**src/rtl/cpu_joypad_port.sv**
```systemverilog
// CPU-bus responder for the two controller ports at $4016/$4017: strobe latch,
// button synchronizers and the two serial shift registers read one bit per access.
module cpu_joypad_port #(
  parameter logic [7:0]  OPEN_BUS  = 8'h40,
  parameter logic [15:0] PAD1_ADDR = 16'h4016,
  parameter logic [15:0] PAD2_ADDR = 16'h4017
) (
  input  logic        clk,
  input  logic        reset,
  input  logic        ce,
  input  logic [15:0] addr,
  input  logic [7:0]  wdata,
  input  logic        mr,
  input  logic        mw,
  output logic [7:0]  rdata,
  output logic        hit,
  input  logic [7:0]  pad1_btn,
  input  logic [7:0]  pad2_btn
);

  logic [7:0] pad1_meta_q, pad1_meta_d;
  logic [7:0] pad1_sync_q, pad1_sync_d;
  logic [7:0] pad2_meta_q, pad2_meta_d;
  logic [7:0] pad2_sync_q, pad2_sync_d;
  logic       strobe_q, strobe_d;
  logic [7:0] sh1_q, sh1_d;
  logic [7:0] sh2_q, sh2_d;

  logic sel1, sel2;
  logic serial_bit;
  logic unused_wdata;

  assign unused_wdata = ^wdata[7:1];

  always_comb begin
    sel1 = (addr == PAD1_ADDR);
    sel2 = (addr == PAD2_ADDR);
    hit  = mr & (sel1 | sel2);

    // Synchronizers run every clk, independent of ce.
    pad1_meta_d = pad1_btn;
    pad1_sync_d = pad1_meta_q;
    pad2_meta_d = pad2_btn;
    pad2_sync_d = pad2_meta_q;

    strobe_d = strobe_q;
    sh1_d    = sh1_q;
    sh2_d    = sh2_q;

    if (ce) begin
      // Reload keys off the registered strobe, so the clearing write still loads.
      if (strobe_q) begin
        sh1_d = pad1_sync_q;
        sh2_d = pad2_sync_q;
      end else if (mr && !mw) begin
        if (sel1) sh1_d = {1'b1, sh1_q[7:1]};
        if (sel2) sh2_d = {1'b1, sh2_q[7:1]};
      end
      if (mw && sel1) strobe_d = wdata[0];
    end

    if (sel2) serial_bit = strobe_q ? pad2_sync_q[0] : sh2_q[0];
    else      serial_bit = strobe_q ? pad1_sync_q[0] : sh1_q[0];

    rdata = hit ? {OPEN_BUS[7:1], serial_bit} : OPEN_BUS;
  end

  always_ff @(posedge clk) begin
    if (reset) begin
      pad1_meta_q <= '0;
      pad1_sync_q <= '0;
      pad2_meta_q <= '0;
      pad2_sync_q <= '0;
      strobe_q    <= 1'b0;
      sh1_q       <= '0;
      sh2_q       <= '0;
    end else begin
      pad1_meta_q <= pad1_meta_d;
      pad1_sync_q <= pad1_sync_d;
      pad2_meta_q <= pad2_meta_d;
      pad2_sync_q <= pad2_sync_d;
      strobe_q    <= strobe_d;
      sh1_q       <= sh1_d;
      sh2_q       <= sh2_d;
    end
  end

endmodule

```
**config.mk**
```make
export PLATFORM = sky130hd
export DESIGN_NAME = cpu_joypad_port
export DESIGN_NICKNAME = d
export VERILOG_FILES = /design/src/rtl/cpu_joypad_port.sv
export SDC_FILE = /design/constraint.sdc
export NUM_CORES = 1
export LEC_CHECK = 0
export BUFFER_PORTS_ARGS = -buffer_cell sky130_fd_sc_hd__buf_2
export CAP_MARGIN = 10
export CORE_ASPECT_RATIO = 1.75
export CORE_MARGIN = 2
export CORE_UTILIZATION = 45
export DETAILED_ROUTE_END_ITERATION = 16
export MAX_ROUTING_LAYER = met4
export PLACE_DENSITY = 0.71
export SYNTH_ARGS = -nofsm -noshare
export SYNTH_HDL_FRONTEND = slang
export SYNTH_SLANG_ARGS = --single-unit
```
**constraint.sdc**
```tcl
create_clock -name clk -period 2.3 [get_ports clk]
set_clock_uncertainty 0.05 [all_clocks]
set_input_delay 0.46 -clock clk [delete_from_list [all_inputs] [get_ports clk]]
set_output_delay 0.46 -clock clk [all_outputs]
set_load 0.02 [all_outputs]
```
# After elaboration in Yosys (flattened, before gate mapping)
# Cells that the tools add are included.
[word_totals]
out_inout_bits = 9
elab_cells = 30
register_bits = 49
[classes]
bitwise_logic = 2
n_eq_ne = 2
n_reduce_logical = 9
mux = 10
[ops]
columns = ["op", "n"]
rows = [
  ["$mux 8", 6],
  ["$eq 16x15->1 const B", 2],
  ["$reduce_and 3->1", 2],
  ["$reduce_bool 2->1", 3],
  ["$mux 1", 4],
  ["$logic_and 1x1->1", 2],
  ["$reduce_and 2->1", 1],
  ["$and 1x1->1", 1],
  ["$logic_not 1->1", 1],
  ["$or 1x1->1", 1],
]

# Longest topological paths before layout
# Gate-level depths: netlist of run 1.
[depth]
word_depth = 4
depth_mapped = 6
ltp_nobuf = 4

# Worst setup path before layout of run 1
# OpenSTA, ideal clock, no wires.
[synth_path]
kind = "input-to-output"
startpoint = "input addr[5]"
endpoint = "output rdata[0]"
cell_stages = 4
arrival_ps = 1846
required_ps = 1790
n_path_buf = 0
setup_slack_ps = -56
path_cell_list = "or4b_4 > nor3_1 > and3_1 > and2_1"
[synth_between]
elab_chain_cells = 4
[synth_rtl]
columns = ["item", "line_no", "text"]
rows = [
  ["from (decl)", "11", "input logic [15:0] addr,"],
  ["$eq 16x15->1 (on tied branches)", "36, 37", ""],
  ["$or 1x1->1 (*)", "38", "hit = mr & (sel1 | sel2);"],
  ["$and 1x1->1 (*)", "38", ""],
  ["named net hit", "16", "output logic hit,"],
  ["$mux 1 (*)", "65", "rdata = hit ? {OPEN_BUS[7:1], serial_bit} : OPEN_BUS;"],
  ["to (decl)", "15", "output logic [7:0] rdata,"],
]
# The timed path passes the listed nets; every way through them passes the cells marked *.

# Worst setup path after layout of run 1
[layout_path]
startpoint = "input addr[5]"
endpoint = "output rdata[0]"
[layout_between]
elab_chain_cells = 4
[layout_rtl]
columns = ["item", "line_no"]
rows = [
  ["$eq 16x15->1 (on tied branches)", "36, 37"],
  ["$or 1x1->1", "38"],
  ["$and 1x1->1", "38"],
  ["$mux 1 (*)", "65"],
]
# Every way passes the cells marked *; elsewhere a longest branch is shown, timed or not.

==> impl_metrics.tcl, run 1 <==
set metrics [dict create \
    max-cap-violations 0 \
    clock_insertion_delay_worst_skew_ns 0.30 \
    routabilityCongestion 0.725 \
    end_kind "primary output" \
    ctsRootBufferMaster "sky130_fd_sc_hd__clkbuf_8" \
    reg2reg_slack_ns 0.58 \
    finish.net_count 257 \
    postLayoutCoreUtil_pct 54.4 \
    postPlaceCellArea_um2 2130 \
    synth_simple_gate_area_share_pct 17.3 \
    netlist_top_cells_count "sky130_fd_sc_hd__dfxtp_1, sky130_fd_sc_hd__nor2b_1, sky130_fd_sc_hd__a211oi_1" \
    synth_flop_cell "sky130_fd_sc_hd__dfxtp_1" \
    setup_repair_after_global_routing_missed_its_margin "false" \
    crit_arrival_ns 1.70 \
    critPathKind "input port to primary output" \
    synthesis.instances 170 \
    final-setup-viol-count 0 \
    number_of_distinct_standard_cells_referenced_by_the_synthesized_netlist 30 \
    layout-area-overhead-vs-synth_pct 17.6 \
    detailroute.via_count 1295 \
    required_ns 1.79 \
    timing.critical_path.max_delay_family "simple AND/OR/NAND/NOR gates" \
    area_of_all_placed_cells_without_fillers_um2 2230 \
    post_synth_instance_area_um2 1900 \
    ordered_list_of_cells_on_the_worst_path "buf_2 -> or4b_4 -> nor3_4 -> and3_2 -> and2_2 -> buf_4" \
    maxSlewHeadroom_pct 66.5 \
    ys_top_cells_by_area "sky130_fd_sc_hd__dfxtp_1, sky130_fd_sc_hd__nor2b_1, sky130_fd_sc_hd__a211oi_1" \
    synth_top_cell_by_area "sky130_fd_sc_hd__dfxtp_1" \
    io_pins 54 \
    yosys.cell_count.top_type "sky130_fd_sc_hd__dfxtp_1" \
    run_status "finished clean" \
    post-route-min-period_ns 2.21 \
    grt_overflow 0 \
    initial_core_util_pct 46.2 \
    cts_num_sinks 49 \
    timing_max_transition_violations_final 0 \
    wirelength_mm 3.19 \
    cp-start-kind "input port" \
    hold_path.class "input port to flip-flop" \
    tritoncts "built" \
    avg_vias_per_cell 4.94 \
    post_synthesis_compound_gate_area_fraction_pct 15.6 \
    drt-pass1-iter-count 4 \
    antenna_found_initial 0 \
    hold_violations 0 \
    synth.avg_cell_area_um2 11.2 \
    synth.yosys.seq_area_share_pct 51.6 \
    tritoncts.num_buffers 5 \
    clock_pin_slew_on_the_worst_setup_and_hold_paths_ns 0.09 \
    timing_worst_slew_pin_value_ns 0.498 \
    p_leak_nw 0.867 \
    maxClockFrequency_mhz 453 \
    worst_path_max_delay_cell "sky130_fd_sc_hd__or4b_4" \
    cts_buffer_depth 2 \
    synth-xor-area-share_pct 0 \
    synth-seq-cells 49 \
    stdcell_count 262 \
    final_min_period_over_clock_period_pct 96.0 \
    nFillCells 396 \
    synth_top_family_by_area "simple AND/OR/NAND/NOR gates" \
    detail_route.wl_per_cell_um 12.2 \
    grt_pass1_vias 1325 \
    pin_count_of_the_biggest_net_entering_global_routing 23 \
    crit_path_max_fanout 2 \
    ys.warnings.count 0 \
    worst_ir_drop_vdd_v 0.000598 \
    num_antenna_cells 0 \
    drt_drc_violations_left 0 \
    fraction_of_registers_with_async_set_or_reset_after_synthesis_pct 0 \
    cpPeakStageDelay_ns 0.55 \
    detailedRoute.firstIterationViolations 20 \
    core-area_um2 4110 \
    worst-path-buf-inv 2 \
    mux_contribution_to_synthesized_area_pct 8.56 \
    synth_enable_flop_cells 0 \
    fp.dieW_um 53.1 \
    antenna_left 0 \
    port_buffers 39 \
    floorplan.rows 31 \
    synth_top_cell_area_share_pct 51.6 \
    dp.cells 254 \
    h-tree-depth 2 \
    grt_util_all_layers_pct 15.2 \
    post_route_cells_drive_above_1_share_pct 34.3 \
    dieArea_um2 4780 \
    grt_pass1_wl_mm 5.42 \
    place.detailed.hpwl_mm 2.25 \
    power_density_nw_per_um2 649 \
    fp.dieH_um 90.0 \
    post_synth_fa_ha_maj_area_fraction_pct 0 \
]
-- registers in the layout, summed over array words and instances, names as in the netlist --
name	flops
sh1_q	8
pad1_meta_q	8
strobe_q	1
pad2_meta_q	8
sh2_q	8
pad2_sync_q	8
pad1_sync_q	8
-- repair_timing --
action | in CTS | in global routing
setup endpoints to repair | 1 | 1
pin swaps | 0 | 1
hold buffers | 0 | 0
resized for setup | 1 | 2
setup buffers | 0 | 0
-- final timing paths --
kind	depth (start not counted)	startpoint	end
min reg2reg	1	pad1_meta_q[6]	pad1_sync_q[6]
max reg2reg	5	strobe_q	sh1_q[2]
min	2	pad1_btn[2]	pad1_meta_q[2]
max	6	addr[5]	rdata[0]
-- cell usage in the layout, fill, tap and decap left out, drive strengths merged --
cell type	instances
nor3	3
conb	7
nand4	1
nand2	1
nor4	2
a21oi	1
and3	2
dfxtp	49
clkinvlp	2
a21o	2
mux2i	14
or3	1
buf	49
nand4b	1
nor2	2
a211oi	30
and3b	1
mux4	1
a31o	1
nor2b	32
and2	2
nand2b	1
inv	1
or4b	1
clkbuf	6
-- stage by stage --
step                      hold slack, ns  setup TNS [ns]  total power, W  setup slack, ns
after global placement             0.368         -0.0361        0.000981          -0.0361
after global routing               0.309               0         0.00151           0.0329
final                              0.314               0         0.00145           0.0912
after CTS                          0.307               0         0.00146          0.00441
after detailed placement           0.370         -0.0563        0.000983          -0.0563
after floorplan                    0.364               0        0.000952           0.0276
-- layer usage --
| metal | vias to the layer above | global-route usage [%] | share of wire [%] |
|---|---|---|---|
| li1 | 669 | - | - |
| met3 | 7 | 3.82 | 6.3 |
| met2 | 37 | 24.9 | 50 |
| met1 | 582 | 16.8 | 42 |
| met5 | - | - | 0 |
| met4 | 0 | 6.62 | 2.0 |
-- where the power goes --
part           internal [W]  switching [W]
sequential         0.000873     0.00000527
clock              0.000214       0.000273
combinational     0.0000416      0.0000423
total               0.00113       0.000321
-- area by class of cell --
| cell class | instances | area [um2] | area share, % |
|---|---|---|---|
| Clock buffer | 6 | 72.6 | 3.25 |
| Inverter | 1 | 3.75 | 0.168 |
| Clock inverter | 2 | 15.0 | 0.672 |
| Multi-Input combinational cell | 106 | 828 | 37.1 |
| Sequential cell | 49 | 981 | 43.9 |
| Tap cell | 49 | 61.3 | 2.74 |
| Timing Repair Buffer | 49 | 273 | 12.2 |
-- cell families after synthesis --
group / after synthesis
AOI/OAI and AO/OA: 34
buffers and inverters: 20
and+or+nand+nor: 50
muxes: 15
DFF: 49
other: 2
(Power assumes the default switching activity.)
==> run 2, diff against run 1 <==
PLACE_DENSITY = 0.79   (was 0.71)
clock period = 2.2 ns   (was 2.3 ns; I/O delays follow)
==> run 2 against run 1 <==
Compared with the run above: the run now ends with negative setup slack left; via count decreased by 0.85%; sequential share of layout area is 0.41 points lower; sequential cell count unchanged; critical path type unchanged; critical endpoint unchanged; largest cell class unchanged.
==> impl_metrics.tcl, run 2 (same netlist as run 1, synthesis figures left out) <==
set metrics [dict create \
    detail_route.wirelength.met1_mm 1.29 \
    power_density_nw_per_um2 670 \
    port_buffers 39 \
    setup_repair_after_global_routing_missed_its_margin "true" \
    max-cap-violations 0 \
    clock_pin_slew_on_the_worst_setup_and_hold_paths_ns 0.08 \
    cp-start-kind "input port" \
    final-setup-viol-count 1 \
    stdcell_count 262 \
    clock_insertion_delay_worst_skew_ns 0.29 \
    pin_count_of_the_biggest_net_entering_global_routing 27 \
    ordered_list_of_cells_on_the_worst_path "buf_6 -> or4b_4 -> nor3_4 -> and3_4 -> and2_4 -> buf_6" \
    hold_path.class "input port to flip-flop" \
    critPathKind "input port to primary output" \
    floorplan.rows 31 \
    post_cts_hold_buffer_count 0 \
    timing.final.ws_setup_ns -0.00890 \
    detailroute.via_count 1284 \
    grt_util_all_layers_pct 14.2 \
    grt_pass1_vias 1196 \
    h-tree-depth 2 \
    drt_drc_violations_left 0 \
    end_kind "primary output" \
    finish.net_count 258 \
    crit_path_max_fanout 2 \
    maxClockFrequency_mhz 453 \
    reg2reg_slack_ns 0.51 \
    hold_violations 0 \
    required_ns 1.71 \
    timing.critical_path.max_delay_family "simple AND/OR/NAND/NOR gates" \
    worst_hold_slack_ns 0.302 \
    worst-path-buf-inv 2 \
    cpMostUsedCell "sky130_fd_sc_hd__buf_6" \
    crit_cells 6 \
    antenna_found_initial 0 \
    cts_num_sinks 49 \
    avg_vias_per_cell 4.90 \
    top_layer "met4" \
    dieArea_um2 4780 \
    detailedRoute.firstIterationViolations 7 \
    post-route-min-period_ns 2.21 \
    layout.cells.most_common "sky130_fd_sc_hd__dfxtp_1" \
    post_route_cells_drive_above_1_share_pct 34.3 \
    met2WireLength_mm 1.54 \
    run_status "finished with violations" \
    antenna_left 0 \
    grt_overflow 0 \
    final_min_period_over_clock_period_pct 100 \
    io_pins 54 \
    layout-area-overhead-vs-synth_pct 18.7 \
    detail_route.wl_per_cell_um 11.6 \
    worst_path_max_delay_cell "sky130_fd_sc_hd__or4b_4" \
    dp.cells 253 \
    routabilityCongestion 0.749 \
    p_leak_nw 0.881 \
    tritoncts.num_buffers 5 \
    cpPeakStageDelay_ns 0.55 \
    min_delay_path_depth 2 \
    crit_arrival_ns 1.72 \
    wl_met3_um 157 \
    num_antenna_cells 0 \
    tritoncts "built" \
    ctsRootBufferMaster "sky130_fd_sc_hd__clkbuf_8" \
    place.detailed.hpwl_mm 2.10 \
    worst_ir_drop_vdd_v 0.000461 \
    nFillCells 386 \
    grt_pass1_wl_mm 5.02 \
    fp.dieH_um 90.0 \
    ff2ff_path_depth 5 \
    core-area_um2 4110 \
    drt-pass1-iter-count 4 \
    initial_core_util_pct 46.2 \
    wirelength_mm 3.04 \
    timing_max_transition_violations_final 0 \
    cts_buffer_depth 2 \
    final_cell_mix "sky130_fd_sc_hd__dfxtp_1, sky130_fd_sc_hd__buf_2, sky130_fd_sc_hd__nor2b_1" \
    fp.dieW_um 53.1 \
    failed_checks "negative setup slack" \
]
run 2: where the power goes:
group / switching (W) / internal (W) / total, W / leakage [nW]
Combinational: 0.0000426 / 0.0000444 / 0.0000870 / 0.435
Clock: 0.000256 / 0.000249 / 0.000505 / 0.0443
Sequential: 0.00000561 / 0.000913 / 0.000919 / 0.402
run 2: worst reg2reg max path: cells and delay by family, from the launching register on:
kind            cells  cell delay [ns]
compound gates      2             0.27
buf+inv             2             0.53
simple gates        1             0.42
flops               1             0.36
run 2: per-layer routing:
layer | vias to the layer above | global-route usage (%)
met3 | 5 | 3.32
met2 | 39 | 22.8
li1 | 668 | -
met5 | - | -
met4 | 0 | 9.19
met1 | 572 | 15.0
run 2: final cells by class:
cell class | instances | area (um2) | area share, %
repair buffers | 50 | 290 | 12.9
multi-input cells | 106 | 833 | 36.9
inverters | 1 | 3.75 | 0.166
clock buffers | 7 | 86.3 | 3.83
flip-flops and latches | 49 | 981 | 43.5
well taps | 49 | 61.3 | 2.72
run 2: path summary, 6_finish.rpt:
kind	end	startpoint
worst max-delay path	rdata[0]	addr[6]
worst min register to register	pad1_sync_q[2]	pad1_meta_q[2]
worst max register to register	sh2_q[4]	strobe_q
worst min-delay path	pad1_meta_q[1]	pad1_btn[1]
run 2: what timing repair did:
item,4_1_cts,5_1_grt
resized for setup,2,3
buffers inserted,0,2
pin swaps,1,3
setup endpoints to repair,1,1
run 2: per-stage QoR:
| step | setup TNS [ns] | util, % | setup slack, ns | area, um2 | power [W] |
|---|---|---|---|---|---|
| finish | -0.00890 | 54.9 | -0.00890 | 2260 | 0.00151 |
| global placement | -0.0634 | 51.9 | -0.0634 | 2130 | 0.00102 |
| CTS | 0 | 54.2 | 0.00216 | 2230 | 0.00153 |
| global route | -0.0562 | 54.9 | -0.0562 | 2260 | 0.00157 |
| floorplan | 0 | - | 0.0580 | 1930 | 0.000995 |
| detailed placement | -0.126 | 51.9 | -0.0818 | 2130 | 0.00103 |
